===== src/rtl/mu0x_pkg.sv =====
// mu0x_pkg: shared constants for the MU0X control unit.
//   - opcode values decoded from IR[top 4 bits]
//   - controller state encoding
//   - ALU mode values driven on M
//   - error codes reported on err_code
package mu0x_pkg;

    localparam logic [3:0] OP_LDA = 4'd0;
    localparam logic [3:0] OP_STO = 4'd1;
    localparam logic [3:0] OP_ADD = 4'd2;
    localparam logic [3:0] OP_SUB = 4'd3;
    localparam logic [3:0] OP_JMP = 4'd4;
    localparam logic [3:0] OP_JGE = 4'd5;
    localparam logic [3:0] OP_JNE = 4'd6;
    localparam logic [3:0] OP_STP = 4'd7;

    typedef enum logic [2:0] {
        ST_INIT  = 3'd0,
        ST_FETCH = 3'd1,
        ST_EXEC  = 3'd2,
        ST_HALT  = 3'd3,
        ST_ERROR = 3'd4
    } state_t;

    localparam logic [1:0] M_PASS = 2'b00;
    localparam logic [1:0] M_ADD  = 2'b01;
    localparam logic [1:0] M_INC  = 2'b10;
    localparam logic [1:0] M_SUB  = 2'b11;

    localparam logic [1:0] ERR_NONE    = 2'b00;
    localparam logic [1:0] ERR_TIMEOUT = 2'b01;
    localparam logic [1:0] ERR_ILLEGAL = 2'b10;

endpackage


===== src/rtl/mu0x_wait_timer.sv =====
// mu0x_wait_timer: counts consecutive stalled cycles of a memory access.
//   clk     in   clock
//   reset   in   synchronous, active-high
//   clear   in   restart the count (any cycle that is not a continuing stall)
//   stall   in   current access is held with mem_ready low
//   expired out  this stall cycle is the MAX_WAIT-th in a row (never when MAX_WAIT=0)
module mu0x_wait_timer #(
    parameter int MAX_WAIT = 15
) (
    input  logic clk,
    input  logic reset,
    input  logic clear,
    input  logic stall,
    output logic expired
);

    localparam int W = (MAX_WAIT > 2) ? $clog2(MAX_WAIT) : 1;
    localparam logic [W-1:0] LAST = (MAX_WAIT == 0) ? '0 : W'(MAX_WAIT - 1);

    logic [W-1:0] wait_cnt;

    always_ff @(posedge clk) begin
        if (reset) begin
            wait_cnt <= '0;
        end else if (clear) begin
            wait_cnt <= '0;
        end else if (stall && (wait_cnt != '1)) begin
            // saturate so a disabled timeout never wraps
            wait_cnt <= wait_cnt + 1'b1;
        end
    end

    assign expired = (MAX_WAIT != 0) && stall && (wait_cnt == LAST);

endmodule


===== src/rtl/mu0x_controller.sv =====
// mu0x_controller: MU0 fetch/execute sequencer with memory wait states,
// wait timeout, resumable halt, illegal-opcode trap and retire counter.
//   clk, reset          clock; synchronous active-high reset
//   opcode              IR[top 4 bits]
//   acc                 accumulator (sign bit tested by JGE, zero by JNE)
//   mem_ready           memory completes the current Ren/Wen access
//   run                 resume request, honoured only in HALT
//   Asel, Xsel, Ysel    datapath bus selects
//   M                   ALU mode
//   PCen, IRen, ACCen   register load enables
//   Ren, Wen            memory strobes
//   halted, err         state flags
//   err_code            sticky error cause until reset
//   instr_count         saturating retired-instruction count
//
// state | meaning
// INIT  | one cycle clearing PC/IR/ACC
// FETCH | read instruction, PC+1, wait for mem_ready
// EXEC  | execute opcode; memory ops wait for mem_ready
// HALT  | stopped after STP, leave on run
// ERROR | timeout or illegal opcode, leave on reset only
module mu0x_controller
    import mu0x_pkg::*;
#(
    parameter int DATA_WIDTH = 16,
    parameter int MAX_WAIT   = 15,
    parameter int CNT_WIDTH  = 32
) (
    input  logic                  clk,
    input  logic                  reset,
    input  logic [3:0]            opcode,
    input  logic [DATA_WIDTH-1:0] acc,
    input  logic                  mem_ready,
    input  logic                  run,
    output logic                  Asel,
    output logic                  Xsel,
    output logic                  Ysel,
    output logic [1:0]            M,
    output logic                  PCen,
    output logic                  IRen,
    output logic                  ACCen,
    output logic                  Ren,
    output logic                  Wen,
    output logic                  halted,
    output logic                  err,
    output logic [1:0]            err_code,
    output logic [CNT_WIDTH-1:0]  instr_count
);

    state_t     state, state_next;
    logic       stall;
    logic       expired;
    logic       retire;
    logic       err_load;
    logic [1:0] err_val;

    mu0x_wait_timer #(.MAX_WAIT(MAX_WAIT)) u_wait_timer (
        .clk     (clk),
        .reset   (reset),
        .clear   (~stall | expired),
        .stall   (stall),
        .expired (expired)
    );

    always_ff @(posedge clk) begin
        if (reset) begin
            state       <= ST_INIT;
            err_code    <= ERR_NONE;
            instr_count <= '0;
        end else begin
            state <= state_next;
            if (err_load) begin
                err_code <= err_val;
            end
            if (retire && (instr_count != '1)) begin
                instr_count <= instr_count + 1'b1;
            end
        end
    end

    always_comb begin
        Asel       = 1'b0;
        Xsel       = 1'b0;
        Ysel       = 1'b0;
        M          = M_PASS;
        PCen       = 1'b0;
        IRen       = 1'b0;
        ACCen      = 1'b0;
        Ren        = 1'b0;
        Wen        = 1'b0;
        halted     = 1'b0;
        err        = 1'b0;
        stall      = 1'b0;
        retire     = 1'b0;
        err_load   = 1'b0;
        err_val    = ERR_NONE;
        state_next = state;

        case (state)
            ST_INIT: begin
                PCen       = 1'b1;
                IRen       = 1'b1;
                ACCen      = 1'b1;
                state_next = ST_FETCH;
            end
            ST_FETCH: begin
                Ren   = 1'b1;
                M     = M_INC;
                IRen  = mem_ready;
                PCen  = mem_ready;
                stall = ~mem_ready;
                if (mem_ready) begin
                    state_next = ST_EXEC;
                end else if (expired) begin
                    state_next = ST_ERROR;
                    err_load   = 1'b1;
                    err_val    = ERR_TIMEOUT;
                end
            end
            ST_EXEC: begin
                case (opcode)
                    OP_LDA, OP_STO, OP_ADD, OP_SUB: begin
                        Asel  = 1'b1;
                        stall = ~mem_ready;
                        case (opcode)
                            OP_LDA: begin
                                Ren   = 1'b1;
                                Ysel  = 1'b1;
                                M     = M_PASS;
                                ACCen = mem_ready;
                            end
                            OP_STO: begin
                                Wen  = 1'b1;
                                Xsel = 1'b1;
                            end
                            OP_ADD: begin
                                Ren   = 1'b1;
                                Xsel  = 1'b1;
                                Ysel  = 1'b1;
                                M     = M_ADD;
                                ACCen = mem_ready;
                            end
                            default: begin
                                Ren   = 1'b1;
                                Xsel  = 1'b1;
                                Ysel  = 1'b1;
                                M     = M_SUB;
                                ACCen = mem_ready;
                            end
                        endcase
                        if (mem_ready) begin
                            retire     = 1'b1;
                            state_next = ST_FETCH;
                        end else if (expired) begin
                            state_next = ST_ERROR;
                            err_load   = 1'b1;
                            err_val    = ERR_TIMEOUT;
                        end
                    end
                    OP_JMP: begin
                        PCen       = 1'b1;
                        retire     = 1'b1;
                        state_next = ST_FETCH;
                    end
                    OP_JGE: begin
                        PCen       = ~acc[DATA_WIDTH-1];
                        retire     = 1'b1;
                        state_next = ST_FETCH;
                    end
                    OP_JNE: begin
                        PCen       = |acc;
                        retire     = 1'b1;
                        state_next = ST_FETCH;
                    end
                    OP_STP: begin
                        retire     = 1'b1;
                        state_next = ST_HALT;
                    end
                    default: begin
                        state_next = ST_ERROR;
                        err_load   = 1'b1;
                        err_val    = ERR_ILLEGAL;
                    end
                endcase
            end
            ST_HALT: begin
                halted = 1'b1;
                if (run) begin
                    state_next = ST_FETCH;
                end
            end
            ST_ERROR: begin
                err = 1'b1;
            end
            default: begin
                state_next = ST_INIT;
            end
        endcase
    end

endmodule

===== config.mk =====
export PLATFORM = sky130hd
export DESIGN_NAME = mu0x_controller
export DESIGN_NICKNAME = d
export VERILOG_FILES = /design/src/rtl/mu0x_pkg.sv /design/src/rtl/mu0x_wait_timer.sv /design/src/rtl/mu0x_controller.sv
export SDC_FILE = /design/constraint.sdc
export NUM_CORES = 1
export LEC_CHECK = 0
export CORE_MARGIN = 1.5
export CORE_UTILIZATION = 60
export CTS_CLUSTER_SIZE = 28
export DETAILED_ROUTE_END_ITERATION = 10
export DONT_BUFFER_PORTS = 1
export GPL_TIMING_DRIVEN = 0
export PLACE_DENSITY_LB_ADDON = 0.08
export SYNTH_ARGS = -nofsm -noshare
export SYNTH_HDL_FRONTEND = slang
export SYNTH_HIERARCHICAL = 1
export SYNTH_SLANG_ARGS = --single-unit

===== constraint.sdc =====
create_clock -name clk -period 3.06 [get_ports clk]
set_clock_uncertainty 0.15 [all_clocks]
set_input_delay 0.765 -clock clk [delete_from_list [all_inputs] [get_ports clk]]
set_output_delay 0.765 -clock clk [all_outputs]
set_load 0.03 [all_outputs]

==> impl_metrics.py <==
metrics = {
    "sta": {
        "hold_violations": 0,
        "max-slew-margin-rel_pct": 33.05,
        "holdWs_ps": 376.5,
        "tightest_slew_ps": 996.6,
        "setup_ws_ps": 72.27,
        "drv_slew": 0,
        "fin_crit_sh_pct": 97.64,
        "post-route-min-period_ps": 2988,
        "setup_viol": 0,
        "fmax_mhz": 334.7,
    },
    "die": {
        "io_pins": 70,
        "dieArea_mm2": 0.004176,
        "row_count": 22,
        "die_x_um": 64.62,
        "die_h_um": 64.62,
        "coreArea_mm2": 0.003661,
        "start_util_pct": 62.24,
    },
    "worst_setup_path": {
        "start_kind": "primary input",
        "cp_max_fo": 5,
        "crit_arrival_ps": 2070,
        "reg2reg_depth": 10,
        "r2r-end": "state[2]$_SDFFE_PP0P_",
        "end_kind": "output pin",
        "crit_type": "primary input to output pin",
        "crit_start": "opcode[3]",
        "critPathRequiredTime_ps": 2140,
        "crit_path_end": "M[1]",
        "r2r_setup_slack_ps": 380,
        "r2r-start": "state[1]$_SDFFE_PP0P_",
    },
    "cts": {
        "cts_tree": "built",
        "postCtsHoldBufs": 0,
        "clock_path_buffers": 2,
        "clkSlewWorstSetupHoldPaths_ps": 80,
        "clk_root_buffer_cell": "clkbuf_8",
        "insertion_delay_ps": 300,
        "numCtsBuffers": 5,
        "cts_sinks": 41,
        "htreeDepth": 2,
    },
    "place": {
        "gp_congestion": 0.8347,
        "dp.cells": 323,
        "port_buffers": 0,
        "post-place-ws_ps": -186.9,
        "dp_hpwl_mm": 3.989,
    },
    "yosys": {
        "syn_avg_cell_area_um2": 8.285,
        "syn-num-nets": 302,
        "synth.distinct_cells": 50,
        "synth_ff_type": "dfxtp_1",
        "ys.warnings.count": 6,
        "syn-cell-area_mm2": 0.002278,
        "synth-seq-cells": 41,
        "synth_edf_count": 0,
        "synth_top_area_share_pct": 36.02,
        "synth.most_common_cell": "dfxtp_1",
        "async_flop_share_pct": 0,
        "synth_common_cells": "41 x dfxtp_1, 32 x a21oi_1, 24 x o21ai_0",
        "synth_area_leaders": "dfxtp_1 36%, a21oi_1 7.0%, or3_1 5.5%",
        "yosys.area.top_type": "dfxtp_1",
        "synth_cells": 275,
        "yosysSeqAreaShare_pct": 36.02,
    },
    "routing": {
        "drc": 0,
        "vias_per_cell": 6.553,
        "drt_pre_antenna_iters": 4,
        "vias": 2182,
        "drtIter0Drc": 191,
        "wl_per_cell_um": 16.75,
        "ant_nets": 0,
        "routed_wl_mm": 5.578,
    },
    "flow_run": {
        "maxCapViolations": 0,
    },
    "global_route": {
        "grt_pass1_wl_mm": 9.059,
        "grt_max_degree": 13,
        "antenna_found_initial": 0,
        "gr-usage-all-layers_pct": 27.54,
        "grt_pass1_vias": 2054,
        "overflow": 0,
    },
    "final_layout": {
        "final_util_pct": 68.11,
        "fin_cells": 333,
        "diodes": 0,
        "nets": 311,
        "syn_to_final_growth_pct": 9.445,
        "drive_above_1_share_pct": 12.28,
    },
    "power_and_ir_drop": {
        "leakage_nw": 0.8065,
        "max-vdd-ir-drop_mv": 0.2904,
        "power_density_mw_per_mm2": 437.0,
    },
    "min_path": {
        "hold_class": "flop to flop",
    },
    "status": {
        "status": "finished, final reports clean",
    },
}
## repair_timing
item | CTS | global route
cloned | 0 | 0
setup buffers | 1 | 1
pin swaps | 2 | 1
endpoints found under the setup margin | 2 | 3
gates resized for setup | 2 | 4
## registers in the layout, summed over array words and instances, names as in the netlist
name	flops
state	3
u_wait_timer/wait_cnt	4
err_code	2
instr_count	32
## worst min-delay path by stage
stage / start / endpoint / slack, ps / cells past startpoint
3_5_place_dp: u_wait_timer/wait_cnt[3]$_SDFFE_PP0P_ / u_wait_timer/wait_cnt[3]$_SDFFE_PP0P_ / 370 / 2
4_1_cts: u_wait_timer/wait_cnt[3]$_SDFFE_PP0P_ / u_wait_timer/wait_cnt[3]$_SDFFE_PP0P_ / 380 / 2
2_1_floorplan: u_wait_timer/wait_cnt[3]$_SDFFE_PP0P_ / u_wait_timer/wait_cnt[3]$_SDFFE_PP0P_ / 340 / 2
3_3_place_gp: u_wait_timer/wait_cnt[3]$_SDFFE_PP0P_ / u_wait_timer/wait_cnt[3]$_SDFFE_PP0P_ / 360 / 2
6_report: u_wait_timer/wait_cnt[3]$_SDFFE_PP0P_ / u_wait_timer/wait_cnt[3]$_SDFFE_PP0P_ / 380 / 2
5_1_grt: reset / u_wait_timer/wait_cnt[2]$_SDFFE_PP0P_ / 370 / 1
## power breakdown
part / switching, W / total [W] / internal, W / leakage, nW
combinational: 0.0000645 / 0.0000917 / 0.0000271 / 0.417
clock: 0.000191 / 0.000457 / 0.000266 / 0.0585
sequential: 0.00000479 / 0.000541 / 0.000537 / 0.331
## stage by stage
step / setup TNS (ps) / area (µm²) / total power, W
after detailed placement: -299.3 / 2350 / 0.0006417
after global placement: -296.4 / 2350 / 0.0006407
final: 0 / 2494 / 0.001090
after CTS: 0 / 2476 / 0.001091
after global routing: -4.680 / 2494 / 0.001119
after floorplan: 0 / 2290 / 0.0006273
## critical path, cell delays in order
cell and delay (ps):
nor4b_4 310, nand2b_1 190, inv_4 150, and2_1 350
a22o_2 310
## cells in the final DEF, fill, tap and decap left out, types with 4 or more instances in the layout
master    count
clkbuf_8      6
nor4_1        7
xnor2_1       4
clkbuf_1      6
nand4_1      11
nand3_1      12
or3_1        20
o21ai_0      24
dfxtp_1      41
inv_1         9
nor2_1       21
and4_1        7
nor3_1        5
nand2_1      17
a21oi_1      32
## final cells by class
class,instances,area [µm²]
Sequential cell,41,820.8
Multi-Input combinational cell,212,1366
Tap cell,48,60.06
Clock buffer,7,86.33
Timing Repair Buffer,2,15.01
Buffer,11,68.82
Fill cell,333,1167
Clock inverter,1,30.03
Inverter,11,46.29
## per-layer routing
layer  routed length (µm)  GRT usage, %
met5                    0             0
met4                   40         7.447
met3                  335         6.076
met2                 2753         48.70
met1                 2449         33.74
## cell families (layout without fill, tap and decap cells)
family,count (synthesis),count (layout),share of synthesized area [%]
compound gates,75,75,20.04
xor+xnor,6,6,2.306
fa+ha+maj,3,3,1.648
buf+inv,22,32,4.723
flops,41,41,36.02
mux,4,4,1.922
simple gates,124,124,33.33
No activity file was read; power rests on OpenSTA's default activity.
